===== config.mk =====
export PLATFORM = sky130hd
export DESIGN_NAME = typing_round_controller_flat
export DESIGN_NICKNAME = d
export VERILOG_FILES = /design/src/rtl/typing_round_controller_if.sv /design/src/rtl/typing_round_controller.sv /design/src/flat_wrapper.sv
export SDC_FILE = /design/constraint.sdc
export NUM_CORES = 1
export LEC_CHECK = 0
export CAP_MARGIN = 15
export CORE_ASPECT_RATIO = 1.1
export CORE_UTILIZATION = 45
export DETAILED_ROUTE_END_ITERATION = 12
export PLACE_DENSITY = 0.76
export SLEW_MARGIN = 5
export SYNTH_ARGS = -nofsm -noshare
export SYNTH_HDL_FRONTEND = slang
export SYNTH_SLANG_ARGS = --single-unit
export TNS_END_PERCENT = 30

===== constraint.sdc =====
create_clock -name clk -period 1.95 [get_ports clk]
set_input_delay 0.195 -clock clk [delete_from_list [all_inputs] [get_ports clk]]
set_output_delay 0.195 -clock clk [all_outputs]
set_load 0.03 [all_outputs]

===== src/rtl/typing_round_controller_if.sv =====
// Keyboard/parser handshake bundle for the typing round controller.
// master: keyboard decoder plus word parser; slave: the round controller.
interface typing_round_controller_if;
  logic       key_valid;
  logic [7:0] key_code;
  logic [7:0] comparison_data;
  logic [7:0] num_char;
  logic       get_next_character;
  logic       enable_next_level;

  modport master (
    output key_valid, key_code, comparison_data, num_char,
    input  get_next_character, enable_next_level
  );

  modport slave (
    input  key_valid, key_code, comparison_data, num_char,
    output get_next_character, enable_next_level
  );
endinterface


===== src/rtl/typing_round_controller.sv =====
// Round sequencer for the speed-typing game: filters PS/2 break/extended
// prefixes, compares makes against the parser's expected code, counts
// progress and mistakes, and steps the parser through NUM_LEVELS words.
// Optional per-word time limit enabled by defining TIMEOUT_EN.
module typing_round_controller #(
  parameter int NUM_LEVELS      = 30,
  parameter int MAX_MISTAKES    = 3,
  parameter int LOAD_DELAY      = 4,
  parameter int TICKS_PER_LEVEL = 500000000
) (
  input  logic                     clk,
  input  logic                     reset,
  input  logic                     start,
  typing_round_controller_if.slave bus,
  output logic [7:0]               chars_typed,
  output logic [7:0]               mistakes,
  output logic [4:0]               level,
  output logic                     playing,
  output logic                     game_over,
  output logic                     game_won,
  output logic                     timeout
);

  typedef enum logic [2:0] {S_IDLE, S_LOAD, S_PLAY, S_SHIFT, S_NEXT, S_DONE} state_t;

  localparam logic [4:0] LAST_LEVEL    = 5'(NUM_LEVELS - 1);
  localparam logic [7:0] LOAD_LAST     = 8'(LOAD_DELAY);
  localparam logic [7:0] MISTAKE_LIMIT = 8'(MAX_MISTAKES);

  state_t     state_q, state_d;
  logic       brk_q, brk_d, ext_q, ext_d;
  logic [7:0] load_cnt_q, load_cnt_d;
  logic       get_q, get_d, enable_q, enable_d;
  logic [7:0] chars_q, chars_d, mistakes_q, mistakes_d;
  logic [4:0] level_q, level_d;
  logic       playing_q, playing_d, game_over_q, game_over_d;
  logic       game_won_q, game_won_d, timeout_q, timeout_d;
  logic       is_make, expired;
  logic [7:0] chars_inc, mistakes_inc;

`ifdef TIMEOUT_EN
  localparam logic [31:0] TICK_LAST = 32'(TICKS_PER_LEVEL - 1);
  logic [31:0] timer_q, timer_d;

  assign expired = (state_q == S_PLAY || state_q == S_SHIFT) && (timer_q == TICK_LAST);

  // Per-word timer: held at zero while a word loads, runs only while the player can type.
  always_comb begin
    timer_d = timer_q;
    if (state_q == S_LOAD) begin
      timer_d = '0;
    end else if (state_q == S_PLAY || state_q == S_SHIFT) begin
      timer_d = timer_q + 32'd1;
    end
  end

  // Timer register.
  always_ff @(posedge clk) begin
    if (reset) timer_q <= '0;
    else       timer_q <= timer_d;
  end
`else
  // Keeps TICKS_PER_LEVEL referenced when the timer is compiled out.
  logic [31:0] unused_ticks;
  assign unused_ticks = 32'(TICKS_PER_LEVEL);
  assign expired      = 1'b0;
`endif

  // Prefix filter: F0/E0 arm a flag, the following byte clears both flags and is discarded.
  always_comb begin
    brk_d   = brk_q;
    ext_d   = ext_q;
    is_make = 1'b0;
    if (bus.key_valid) begin
      if (bus.key_code == 8'hF0) begin
        brk_d = 1'b1;
      end else if (bus.key_code == 8'hE0) begin
        ext_d = 1'b1;
      end else if (brk_q || ext_q) begin
        brk_d = 1'b0;
        ext_d = 1'b0;
      end else begin
        is_make = 1'b1;
      end
    end
  end

  // Round FSM: next state, counters and the one-cycle parser requests.
  always_comb begin
    state_d      = state_q;
    load_cnt_d   = load_cnt_q;
    get_d        = 1'b0;
    enable_d     = 1'b0;
    chars_d      = chars_q;
    mistakes_d   = mistakes_q;
    level_d      = level_q;
    game_won_d   = game_won_q;
    timeout_d    = timeout_q;
    chars_inc    = chars_q + 8'd1;
    mistakes_inc = (mistakes_q == 8'hFF) ? 8'hFF : mistakes_q + 8'd1;
    case (state_q)
      S_IDLE: begin
        if (start) begin
          enable_d   = 1'b1;
          level_d    = '0;
          chars_d    = '0;
          mistakes_d = '0;
          timeout_d  = 1'b0;
          game_won_d = 1'b0;
          load_cnt_d = '0;
          state_d    = S_LOAD;
        end
      end
      S_LOAD: begin
        if (load_cnt_q == LOAD_LAST) state_d = S_PLAY;
        else                         load_cnt_d = load_cnt_q + 8'd1;
      end
      S_PLAY: begin
        if (is_make && bus.key_code == bus.comparison_data) begin
          get_d   = 1'b1;
          chars_d = chars_inc;
          state_d = (chars_inc == bus.num_char) ? S_NEXT : S_SHIFT;
        end else if (is_make) begin
          mistakes_d = mistakes_inc;
          if (mistakes_inc >= MISTAKE_LIMIT) state_d = S_DONE;
        end
        // A key in the expiry cycle is applied first; only a non-terminal outcome times out.
        if (expired && state_d != S_NEXT && state_d != S_DONE) begin
          state_d   = S_DONE;
          timeout_d = 1'b1;
        end
      end
      S_SHIFT: begin
        if (expired) begin
          state_d   = S_DONE;
          timeout_d = 1'b1;
        end else begin
          state_d = S_PLAY;
        end
      end
      S_NEXT: begin
        if (level_q == LAST_LEVEL) begin
          game_won_d = 1'b1;
          state_d    = S_DONE;
        end else begin
          enable_d   = 1'b1;
          level_d    = level_q + 5'd1;
          chars_d    = '0;
          load_cnt_d = '0;
          state_d    = S_LOAD;
        end
      end
      S_DONE: begin
        state_d = S_DONE;
      end
      default: begin
        state_d = S_IDLE;
      end
    endcase
    playing_d   = (state_d == S_PLAY) || (state_d == S_SHIFT);
    game_over_d = (state_d == S_DONE);
  end

  // State and output registers with synchronous reset.
  always_ff @(posedge clk) begin
    if (reset) begin
      state_q     <= S_IDLE;
      brk_q       <= 1'b0;
      ext_q       <= 1'b0;
      load_cnt_q  <= '0;
      get_q       <= 1'b0;
      enable_q    <= 1'b0;
      chars_q     <= '0;
      mistakes_q  <= '0;
      level_q     <= '0;
      playing_q   <= 1'b0;
      game_over_q <= 1'b0;
      game_won_q  <= 1'b0;
      timeout_q   <= 1'b0;
    end else begin
      state_q     <= state_d;
      brk_q       <= brk_d;
      ext_q       <= ext_d;
      load_cnt_q  <= load_cnt_d;
      get_q       <= get_d;
      enable_q    <= enable_d;
      chars_q     <= chars_d;
      mistakes_q  <= mistakes_d;
      level_q     <= level_d;
      playing_q   <= playing_d;
      game_over_q <= game_over_d;
      game_won_q  <= game_won_d;
      timeout_q   <= timeout_d;
    end
  end

  assign bus.get_next_character = get_q;
  assign bus.enable_next_level  = enable_q;
  assign chars_typed            = chars_q;
  assign mistakes               = mistakes_q;
  assign level                  = level_q;
  assign playing                = playing_q;
  assign game_over              = game_over_q;
  assign game_won               = game_won_q;
  assign timeout                = timeout_q;

endmodule


===== src/flat_wrapper.sv =====
// flat-port wrapper written by rule: the top's interface ports become plain ports
module typing_round_controller_flat 
#(
  parameter int NUM_LEVELS      = 30,
  parameter int MAX_MISTAKES    = 3,
  parameter int LOAD_DELAY      = 4,
  parameter int TICKS_PER_LEVEL = 500000000
)
  (clk, reset, start, chars_typed, mistakes, level, playing, game_over, game_won, timeout, bus_key_valid, bus_key_code, bus_comparison_data, bus_num_char, bus_get_next_character, bus_enable_next_level);
  typing_round_controller_if bus_i ();
  input  logic clk;
  input  logic reset;
  input  logic start;
  output logic [7:0] chars_typed;
  output logic [7:0] mistakes;
  output logic [4:0] level;
  output logic playing;
  output logic game_over;
  output logic game_won;
  output logic timeout;
  input wire logic [$bits(bus_i.key_valid)-1:0] bus_key_valid;
  input wire logic [$bits(bus_i.key_code)-1:0] bus_key_code;
  input wire logic [$bits(bus_i.comparison_data)-1:0] bus_comparison_data;
  input wire logic [$bits(bus_i.num_char)-1:0] bus_num_char;
  output wire logic [$bits(bus_i.get_next_character)-1:0] bus_get_next_character;
  output wire logic [$bits(bus_i.enable_next_level)-1:0] bus_enable_next_level;
  assign bus_i.key_valid = bus_key_valid;
  assign bus_i.key_code = bus_key_code;
  assign bus_i.comparison_data = bus_comparison_data;
  assign bus_i.num_char = bus_num_char;
  assign bus_get_next_character = bus_i.get_next_character;
  assign bus_enable_next_level = bus_i.enable_next_level;
  typing_round_controller #(.NUM_LEVELS(NUM_LEVELS), .MAX_MISTAKES(MAX_MISTAKES), .LOAD_DELAY(LOAD_DELAY), .TICKS_PER_LEVEL(TICKS_PER_LEVEL)) u_core (.clk(clk), .reset(reset), .start(start), .bus(bus_i), .chars_typed(chars_typed), .mistakes(mistakes), .level(level), .playing(playing), .game_over(game_over), .game_won(game_won), .timeout(timeout));
endmodule

==> results of run 1 <==
area by class of cell:
class | instances | area (sq um) | share of cell area (%)
Multi-Input combinational cell | 234 | 1640 | 46.0
Timing Repair Buffer | 102 | 931 | 26.0
Sequential cell | 39 | 802 | 22.4
Tap cell | 58 | 72.6 | 2.03
Clock buffer | 5 | 68.8 | 1.93
Inverter | 10 | 37.5 | 1.05
Clock inverter | 3 | 20.0 | 0.560
layer usage:
metal / track usage [%] / vias up
met5: 0 / -
met1: 29.3 / 1198
met4: 11.6 / 0
li1: - / 1266
met3: 4.42 / 19
met2: 38.8 / 75
power breakdown:
part / leakage [nW] / total [mW] / switching (mW) / internal, mW
Sequential: 0.320 / 0.802 / 0.00571 / 0.797
Combinational: 1.04 / 0.253 / 0.116 / 0.137
Clock: 0.0402 / 0.560 / 0.311 / 0.249
Total: 1.40 / 1.62 / 0.433 / 1.18
repair_timing:
item	CTS	global route
setup buffers	5	2
endpoints found under the setup margin	6	20
gates resized for setup	10	36
pin swaps	9	17
state kept, by name, indices dropped and copies added (netlist names):
signal and count:
u_core.bus.get_next_character 1, u_core.game_over 1, u_core.level 5, u_core.bus.enable_next_level 1, u_core.game_won 1, u_core.brk_q 1
u_core.playing 1, u_core.mistakes 8, u_core.load_cnt_q 8, u_core.ext_q 1, u_core.state_q 3, u_core.chars_typed 8
stage by stage:
stage	worst slack, ps	std cells
after floorplan	-57.5	297
after global placement	-300	436
after detailed placement	-356	436
after CTS	-10.3	449
after global routing	-130	451
final	-29.8	451
worst max-delay path: stages (launching register included):
cell and delay, ps:
dfxtp_4 420, nand4_1 230, o21ai_0 260, a21oi_1 130, or4b_4 540, a221o_1 300
cells in the final DEF (no fill, tap or decap), drive strengths merged, types with 6 or more instances in the layout:
cell type,count
dlymetal6s2s,12
inv,10
and3,7
dfxtp,39
buf,49
nor2,35
nand4,11
or3,6
xor2,12
or2,7
xnor2,15
o21ai,21
nand2,14
a21oi,25
clkdlybuf4s50,37
nand3,9
ha,6
logic make-up (layout without fill, tap and decap cells):
group | count (synthesis) | count (layout)
AO/OA/AOI/OAI | 75 | 75
flip-flops | 39 | 39
buffers and inverters | 24 | 120
multiplexers | 1 | 1
XOR/XNOR | 27 | 27
other | 1 | 1
adder cells (fa/ha/maj) | 6 | 6
AND/OR/NAND/NOR | 124 | 124
path summary, 6_finish.rpt:
kind | slack (ps) | to | cells past startpoint | startpoint
setup / recovery | -30 | u_core.state_q[0] | 5 | u_core.chars_typed[2]
hold / removal | 340 | u_core.brk_q | 4 | bus_key_code[4]
setup reg to reg | -30 | u_core.state_q[0] | 5 | u_core.chars_typed[2]
hold reg to reg | 510 | u_core.game_won | 2 | u_core.game_won
==> metrics.yaml, run 1 <==
status: "finished, violations left"
violations: "design-rule violations, negative setup slack"
synth_cell_types: 51
start_util_pct: 46.9
dr_wl_met3_um: 345
hp-class: "primary input to flip-flop"
setup_viol: 2
muxShareOfSynthArea_pct: 0.424
rsz0062_at_grt: "true"
synth_edf_count: 0
synthXorXnorAreaFrac_pct: 10.0
firstDrtPassIters: 9
fin_nets: 426
cts_made_buffers: 5
grt_pass1_vias: 2341
synth-compound-area-share_pct: 20.2
syn-cell-area_sq_um: 2360
whs_ps: 339
synth_top_cell_area_share_pct: 33.1
drt_wl_total_mm: 6.47
die_h_um: 78.0
stdcell_area_sq_um: 3570
cp_data_arrival_time_ps: 2170
clock_skew_ps: 8.07
synth_seq_cells: 39
gp_congestion: 0.852
synth_seq_area_share_pct: 33.1
layout_setup_ws_ps: -29.8
routedWlPerCell_um: 14.3
synthCells: 297
track_usage_pct: 23.6
period_minus_slack_ps: 1980
hold_viol_final: 0
drt-initial-drc-count: 165
synth_area_leaders: "dfxtp_1, nor2_1, xnor2_1"
leakagePower_nw: 1.40
ant_nets: 0
ctsHoldBuffers: 0
h-tree-depth: 2
power_mw: 1.62
grt_overflow: 0
drv_cap: 0
dr_wl_met2_mm: 3.14
wl_met1_mm: 2.78
end_kind: "flip-flop"
yosysMostFrequentCell: "dfxtp_1"
drive_above_1_share_pct: 24.7
top_layer: "met4"
pin_count: 55
async_flop_share_pct: 0
portBuffers: 53
syn-num-nets: 331
cts_tree: "done"
fp.dieW_um: 71.1
crit_type: "flip-flop to flip-flop"
synth-simple-area-share_pct: 28.8
netlist_top_cells_count: "dfxtp_1, nor2_1, a21oi_1, o21ai_0, xnor2_1"
setup-tns-final_ps: -52.2
grt_pass1_wl_mm: 10.5
vias_per_cell: 5.67
post-route-util_pct: 71.0
rows: 27
clk_pin_slew_worst_paths_ps: 80
grt_max_degree: 14
cp-start-kind: "flip-flop"
avgSynthCellArea_sq_um: 7.95
antenna_found_initial: 0
ys_warn_count: 0
clock_path_buffers: 2
route.detailed.drc: 4
post-synth-top-area-cell: "dfxtp_1"
place_area_sq_um: 3270
dominantRegCellSynth: "dfxtp_1"
fillCellCount: 399
antenna_cells: 0
required_ps: 2140
place_hpwl_mm: 4.65
cts_sinks: 39
synth_top_family_by_area: "simple AND/OR/NAND/NOR gates"
worst_ir_drop_vdd_v: 0.000279
path_max_fanout: 12
synthAdderAreaFrac_pct: 3.18
dieArea_sq_um: 5540
cts-root-buf: "clkbuf_8"
clk_latency_ps: 300
power_density_nw_per_um2: 452
area_delta_synth_final_pct: 51.3
period_share_pct: 102
core_area_sq_um: 5030
maxSlewViolCount: 0
max_freq_ghz: 0.505
vias: 2558
(Power assumes the default switching activity.)
==> inputs of run 2 (changes only) <==
--- a/config.mk
+++ b/config.mk
@@ -7,6 +7,7 @@
 export LEC_CHECK = 0
 export CAP_MARGIN = 15
 export CORE_ASPECT_RATIO = 1.1
+export CORE_MARGIN = 8
 export CORE_UTILIZATION = 45
 export DETAILED_ROUTE_END_ITERATION = 12
 export PLACE_DENSITY = 0.76
==> run 2 against run 1 <==
Against the previous run:
- the flow finishes with violations (negative setup slack)
- via count down 0.78%
- total power rose by 7.7%
- cell count fell by 0.44%
- critical endpoint unchanged
- largest power group unchanged
- highest routed layer unchanged
==> metrics.yaml, run 2 (synthesis gave the netlist of run 1 again) <==
drt-initial-drc-count: 73  # -56%
end_kind: "flip-flop"
clk_latency_ps: 290  # about the same
track_usage_pct: 16.8  # -6.7 points
clock_path_buffers: 2  # unchanged
drv_cap: 0  # unchanged
hold_path_startpoint: "bus_key_code[4]"
p_comb_share_pct: 14.7  # -1.0 points
fillCellCount: 399  # unchanged
power_frac_seq_pct: 46.2  # -3.5 points
post-route-util_pct: 70.6  # -0.40 points
place_hpwl_mm: 5.03  # +8.0%
place_area_sq_um: 3270  # unchanged
maxSlewViolCount: 0  # unchanged
path_cells: "ha_4, xnor2_2, o211a_1, nand4_1, or4b_4, a221o_1"
firstDrtPassIters: 6  # -3
r2r_start: "u_core.chars_typed[1]"
gp_congestion: 0.849  # -0.27%
leakagePower_nw: 1.41  # +0.49%
rsz0062_at_grt: "true"
pin_count: 55  # unchanged
drive_above_1_share_pct: 23.3  # -1.4 points
clock_skew_ps: 6.27  # -1.81 ps
path_max_fanout: 2  # -10
hp-class: "primary input to flip-flop"
layout_setup_ws_ps: -64.9  # -35.1 ps
grt_pass1_vias: 2375  # +1.5%
max_freq_ghz: 0.496  # -1.7%
required_ps: 2140  # about the same
setup_viol: 2  # unchanged
die_h_um: 92.0  # +18%
rows: 27  # unchanged
slowest_stage: "or4b_4"
drt_wl_total_mm: 6.88  # +6.4%
worst_ir_drop_vdd_v: 0.000373  # +34%
stdcell_area_sq_um: 3550  # -0.56%
status: "finished, violations left"
worst_slew_pin_slew_ps: 570
h-tree-depth: 2  # unchanged
final_common_cell: "buf_4"
dieArea_sq_um: 7830  # +41%
antenna_cells: 0  # unchanged
cts-root-buf: "clkbuf_8"
route.detailed.drc: 0  # -4
cts_tree: "done"
portBuffers: 53  # unchanged
cp-start-kind: "flip-flop"
routedWlPerCell_um: 15.3  # +6.8%
crit_type: "flip-flop to flip-flop"
grt_overflow: 0  # unchanged
p_int_mw: 1.32  # +11%
hold_viol_final: 0  # unchanged
multi_input_area_sq_um: 1620  # -1.1%
relSlewSlack_pct: 61.5
setup-tns-final_ps: -123  # -70.7 ps
cts_made_buffers: 5  # unchanged
ant_nets: 0  # unchanged
switchingPower_uw: 424  # -2.1%
clock_power_share_pct: 39.1  # +4.4 points
fp.dieW_um: 85.1  # +20%
period_share_pct: 103  # +1.8 points
vias: 2538  # -0.78%
final_cell_mix: "buf_4, clkdlybuf4s50_1, nor2_1"
cts_sinks: 39  # unchanged
startpoint: "u_core.chars_typed[1]"
period_minus_slack_ps: 2010  # +35.1 ps
start_util_pct: 46.9  # unchanged
power_mw: 1.74  # +7.7%
core_area_sq_um: 5030  # unchanged
grt_max_degree: 14  # unchanged
clk_pin_slew_worst_paths_ps: 80  # about the same
max_stage_delay_ps: 580  # +40 ps
register_area_sq_um: 796  # -0.78%
cp_data_arrival_time_ps: 2200  # +30 ps
fin_nets: 424  # -0.47%
sw_frac_of_total_pct: 24.4  # -2.4 points
violations: "negative setup slack"
area_delta_synth_final_pct: 50.5
antenna_found_initial: 0  # unchanged
grt_pass1_wl_mm: 11.0  # +4.5%
vias_per_cell: 5.65  # -0.34%
place_ws_ps: -418  # -62.5 ps
power_density_nw_per_um2: 489  # +8.3%
[run 2: cell count changes in the layout (fill, tap and decap cells not counted), sizes merged]
cell	change
clkinv	+1
clkinvlp	-2
bufinv	+1
buf	-2
[run 2: what timing repair did]
item	CTS	global route
setup endpoints to repair	12	19
setup buffers	1	4
pin swaps	8	15
hold buffers	0	0
gates resized for setup	8	30
[run 2: per-layer routing]
| layer | wire length, um | global-route usage [%] | vias up |
|---|---|---|---|
| li1 | - | - | 1260 |
| met2 | 3490 | 28.7 | 61 |
| met3 | 310 | 4.55 | 9 |
| met5 | 0 | 0 | - |
| met1 | 3000 | 20.1 | 1208 |
| met4 | 83 | 4.75 | 0 |
[run 2: power groups by stage]
stage	registers [mW]	clock network (mW)	logic [mW]
4_1_cts	0.803	0.694	0.240
2_1_floorplan	0.825	0	0.113
5_1_grt	0.805	0.724	0.276
6_report	0.804	0.681	0.255
3_3_place_gp	0.822	0	0.230
3_5_place_dp	0.822	0	0.235
[run 2: stage by stage]
step                std cells  hold WS [ps]
global placement          436           458
floorplan                 297           333
finish                    449           324
detailed placement        436           468
CTS                       445           480
global route              449           357
[run 2: final cells by class]
| class | instances | area share, % |
|---|---|---|
| clock buffers | 5 | 1.94 |
| well taps | 58 | 2.04 |
| flip-flops and latches | 39 | 22.4 |
| inverters | 10 | 1.06 |
| multi-input cells | 234 | 45.7 |
| clock inverters | 3 | 1.23 |
| repair buffers | 100 | 25.7 |
[run 2: worst paths after layout]
kind | depth (start not counted) | endpoint | slack (ps)
max | 6 | u_core.state_q[0] | -60
min | 4 | u_core.brk_q | 320
max reg2reg | 6 | u_core.state_q[0] | -60
min reg2reg | 2 | u_core.game_won | 480
[run 2: worst max-delay path, delay by kind of cell (launching register included)]
kind | cells | cell delay, ps
flip-flops | 1 | 360
AO/OA/AOI/OAI | 2 | 470
XOR/XNOR | 1 | 100
AND/OR/NAND/NOR | 2 | 700
adder cells (fa/ha/maj) | 1 | 280
==> inputs of run 3 (changes only) <==
--- a/config.mk
+++ b/config.mk
@@ -10,6 +10,7 @@
 export CORE_MARGIN = 8
 export CORE_UTILIZATION = 45
 export DETAILED_ROUTE_END_ITERATION = 12
+export GPL_TIMING_DRIVEN = 0
 export PLACE_DENSITY = 0.76
 export SLEW_MARGIN = 5
 export SYNTH_ARGS = -nofsm -noshare
==> run 3 against run 2 <==
Against the previous run:
- setup slack worse by 9.9 ps
- sequential share of layout area is 0.52 points higher
- largest power group unchanged
- final area is 1.7% lower
- clock skew is 2.9 ps higher
- core utilization is 1.2 points lower
- non-clock buffer count is 17 lower
- wire length is 0.71% lower
- the run still ends with negative setup slack left
- count of clock-buffer cells in the layout stayed put
- fmax is 0.49% lower
- total power is 6.4% lower
==> metrics.yaml, run 3 (synthesis gave the netlist of run 1 again) <==
grt_pass1_vias: 2361  # -0.59%
post-route-util_pct: 69.5  # -1.2 points
power_mw: 1.63  # -6.4%
stdcell_area_sq_um: 3500  # -1.7%
ant_nets: 0  # unchanged
slowest_stage: "or4b_4"
place_area_sq_um: 3030  # -7.2%
r2r_start: "u_core.chars_typed[0]"
dieArea_sq_um: 7830  # unchanged
portBuffers: 53  # unchanged
grt_pass1_wl_mm: 10.9  # -0.87%
cts_sinks: 39  # unchanged
antenna_cells: 0  # unchanged
fp.dieW_um: 85.1  # unchanged
required_ps: 2180  # +40 ps
cts_made_buffers: 5  # unchanged
area_delta_synth_final_pct: 48.0
hold_viol_final: 0  # unchanged
violations: "negative setup slack"
worst_ir_drop_vdd_v: 0.000307  # -18%
track_usage_pct: 16.6  # -0.19 points
gp_congestion: 0.874  # +2.9%
setup_viol: 3  # +1
path_max_fanout: 2  # unchanged
end_kind: "flip-flop"
whs_ps: 248  # -76.6 ps
ctsHoldBuffers: 0  # unchanged
relSlewSlack_pct: 58.4  # -3.1 points
clk_pin_slew_worst_paths_ps: 80  # about the same
drt-initial-drc-count: 174  # +140%
final_cell_mix: "clkdlybuf4s50_1, nor2_1, dfxtp_1"
period_minus_slack_ps: 2020  # +9.94 ps
die_h_um: 92.0  # unchanged
crit_cells: 7  # +1
rsz0062_at_grt: "true"
cp_data_arrival_time_ps: 2260  # +60 ps
cts-root-buf: "clkbuf_8"
stdcell_count: 433  # -3.6%
worst_slew_pin_slew_ps: 624  # +54.2 ps
cpLargestDelayFamily: "simple AND/OR/NAND/NOR gates"
clock_skew_ps: 9.12  # +2.86 ps
drt_wl_total_mm: 6.83  # -0.71%
crit_buf_inv: 0  # unchanged
grt_overflow: 0  # unchanged
start_util_pct: 46.9  # unchanged
crit_path_end: "u_core.state_q[2]"
setup-tns-final_ps: -123  # -0.126 ps
rows: 27  # unchanged
hp-class: "primary input to flip-flop"
cts_tree: "done"
leakagePower_nw: 1.24  # -12%
route.detailed.drc: 0  # unchanged
r2r_cells: 7  # +1
drv_cap: 0  # unchanged
vias: 2506  # -1.3%
fillCellCount: 384  # -3.8%
max_freq_ghz: 0.494  # -0.49%
pin_count: 55  # unchanged
cp-start-kind: "flip-flop"
path_cells: "ha_4, xnor2_2, o211a_1, nand4_1, or4b_4, or2_4, a21oi_2"
fin_nets: 408  # -3.8%
maxSlewViolCount: 0  # unchanged
drive_above_1_share_pct: 23.5  # +0.19 points
final_common_cell: "clkdlybuf4s50_1"
status: "finished, violations left"
clock_path_buffers: 2  # unchanged
post-place-cells: 408  # -6.4%
place_ws_ps: -736  # -318 ps
r2r_slack_ps: -70  # about the same
period_share_pct: 104  # +0.51 points
r2r_end: "u_core.state_q[2]"
vias_per_cell: 5.79  # +2.4%
crit_type: "flip-flop to flip-flop"
antenna_found_initial: 0  # unchanged
firstDrtPassIters: 4  # -2
h-tree-depth: 2  # unchanged
layout_setup_ws_ps: -74.8  # -9.94 ps
place_hpwl_mm: 4.61  # -8.3%
clk_latency_ps: 300  # about the same
max_stage_delay_ps: 550  # -30 ps
startpoint: "u_core.chars_typed[0]"
routedWlPerCell_um: 15.8  # +3.0%
grt_max_degree: 14  # unchanged
power_density_nw_per_um2: 466  # -4.8%
core_area_sq_um: 5030  # unchanged
==> run 3: cell types whose count changed in the layout (fill, tap and decap cells not counted), moves of 3 or more <==
cell,change
buf_4,-22
dlygate4sd2_1,+3
dfxtp_2,+4
dlymetal6s2s_1,-10
clkdlybuf4s50_1,+7
nor2_4,+3
dfxtp_1,-4
clkbuf_1,+3
==> run 3: what timing repair did <==
action,in CTS,in global routing
endpoints found under the hold margin,0,0
setup endpoints to repair,26,31
cloned,0,1
resized for setup,27,42
pin swaps,16,17
buffers inserted,18,4
==> run 3: worst reg2reg max path, stage by stage, from the launching register on <==
cell	delay [ps]
dfxtp_4	360
ha_4	270
xnor2_2	100
o211a_1	150
nand4_1	130
or4b_4	560
or2_4	270
a21oi_2	130
==> run 3: cell type report <==
cell class	count	area, sq um	share of cell area (%)
timing repair buffer	75	692	19.8
multi-input combinational	235	1750	50.1
clock inverter	3	20.0	0.573
tap	58	72.6	2.08
buffer	8	51.3	1.47
sequential	39	801	22.9
clock buffer	5	68.8	1.97
inverter	10	40.0	1.15
==> run 3: per-layer routing <==
metal	global-route usage (%)	vias up	routed length, um
li1	-	1229	-
met1	19.2	1192	3000
met2	28.2	79	3340
met3	4.46	6	427
met4	7.13	0	59
met5	0	-	0
==> run 3: how the worst min path moves through the flow <==
| stage | to | depth (start not counted) | slack, ps | startpoint |
|---|---|---|---|---|
| after floorplan | u_core.brk_q | 2 | 330 | bus_key_code[4] |
| after global placement | u_core.brk_q | 2 | 460 | u_core.brk_q |
| after detailed placement | u_core.game_won | 2 | 460 | u_core.game_won |
| after CTS | u_core.brk_q | 3 | 340 | bus_key_code[4] |
| after global routing | u_core.brk_q | 3 | 270 | bus_key_valid |
| final | u_core.brk_q | 3 | 250 | bus_key_valid |
==> run 3: where the power goes <==
part,internal (mW),leakage (nW),switching (mW),total (mW)
clock network,0.249,0.0402,0.309,0.559
logic,0.138,0.876,0.122,0.260
registers,0.799,0.321,0.0104,0.810
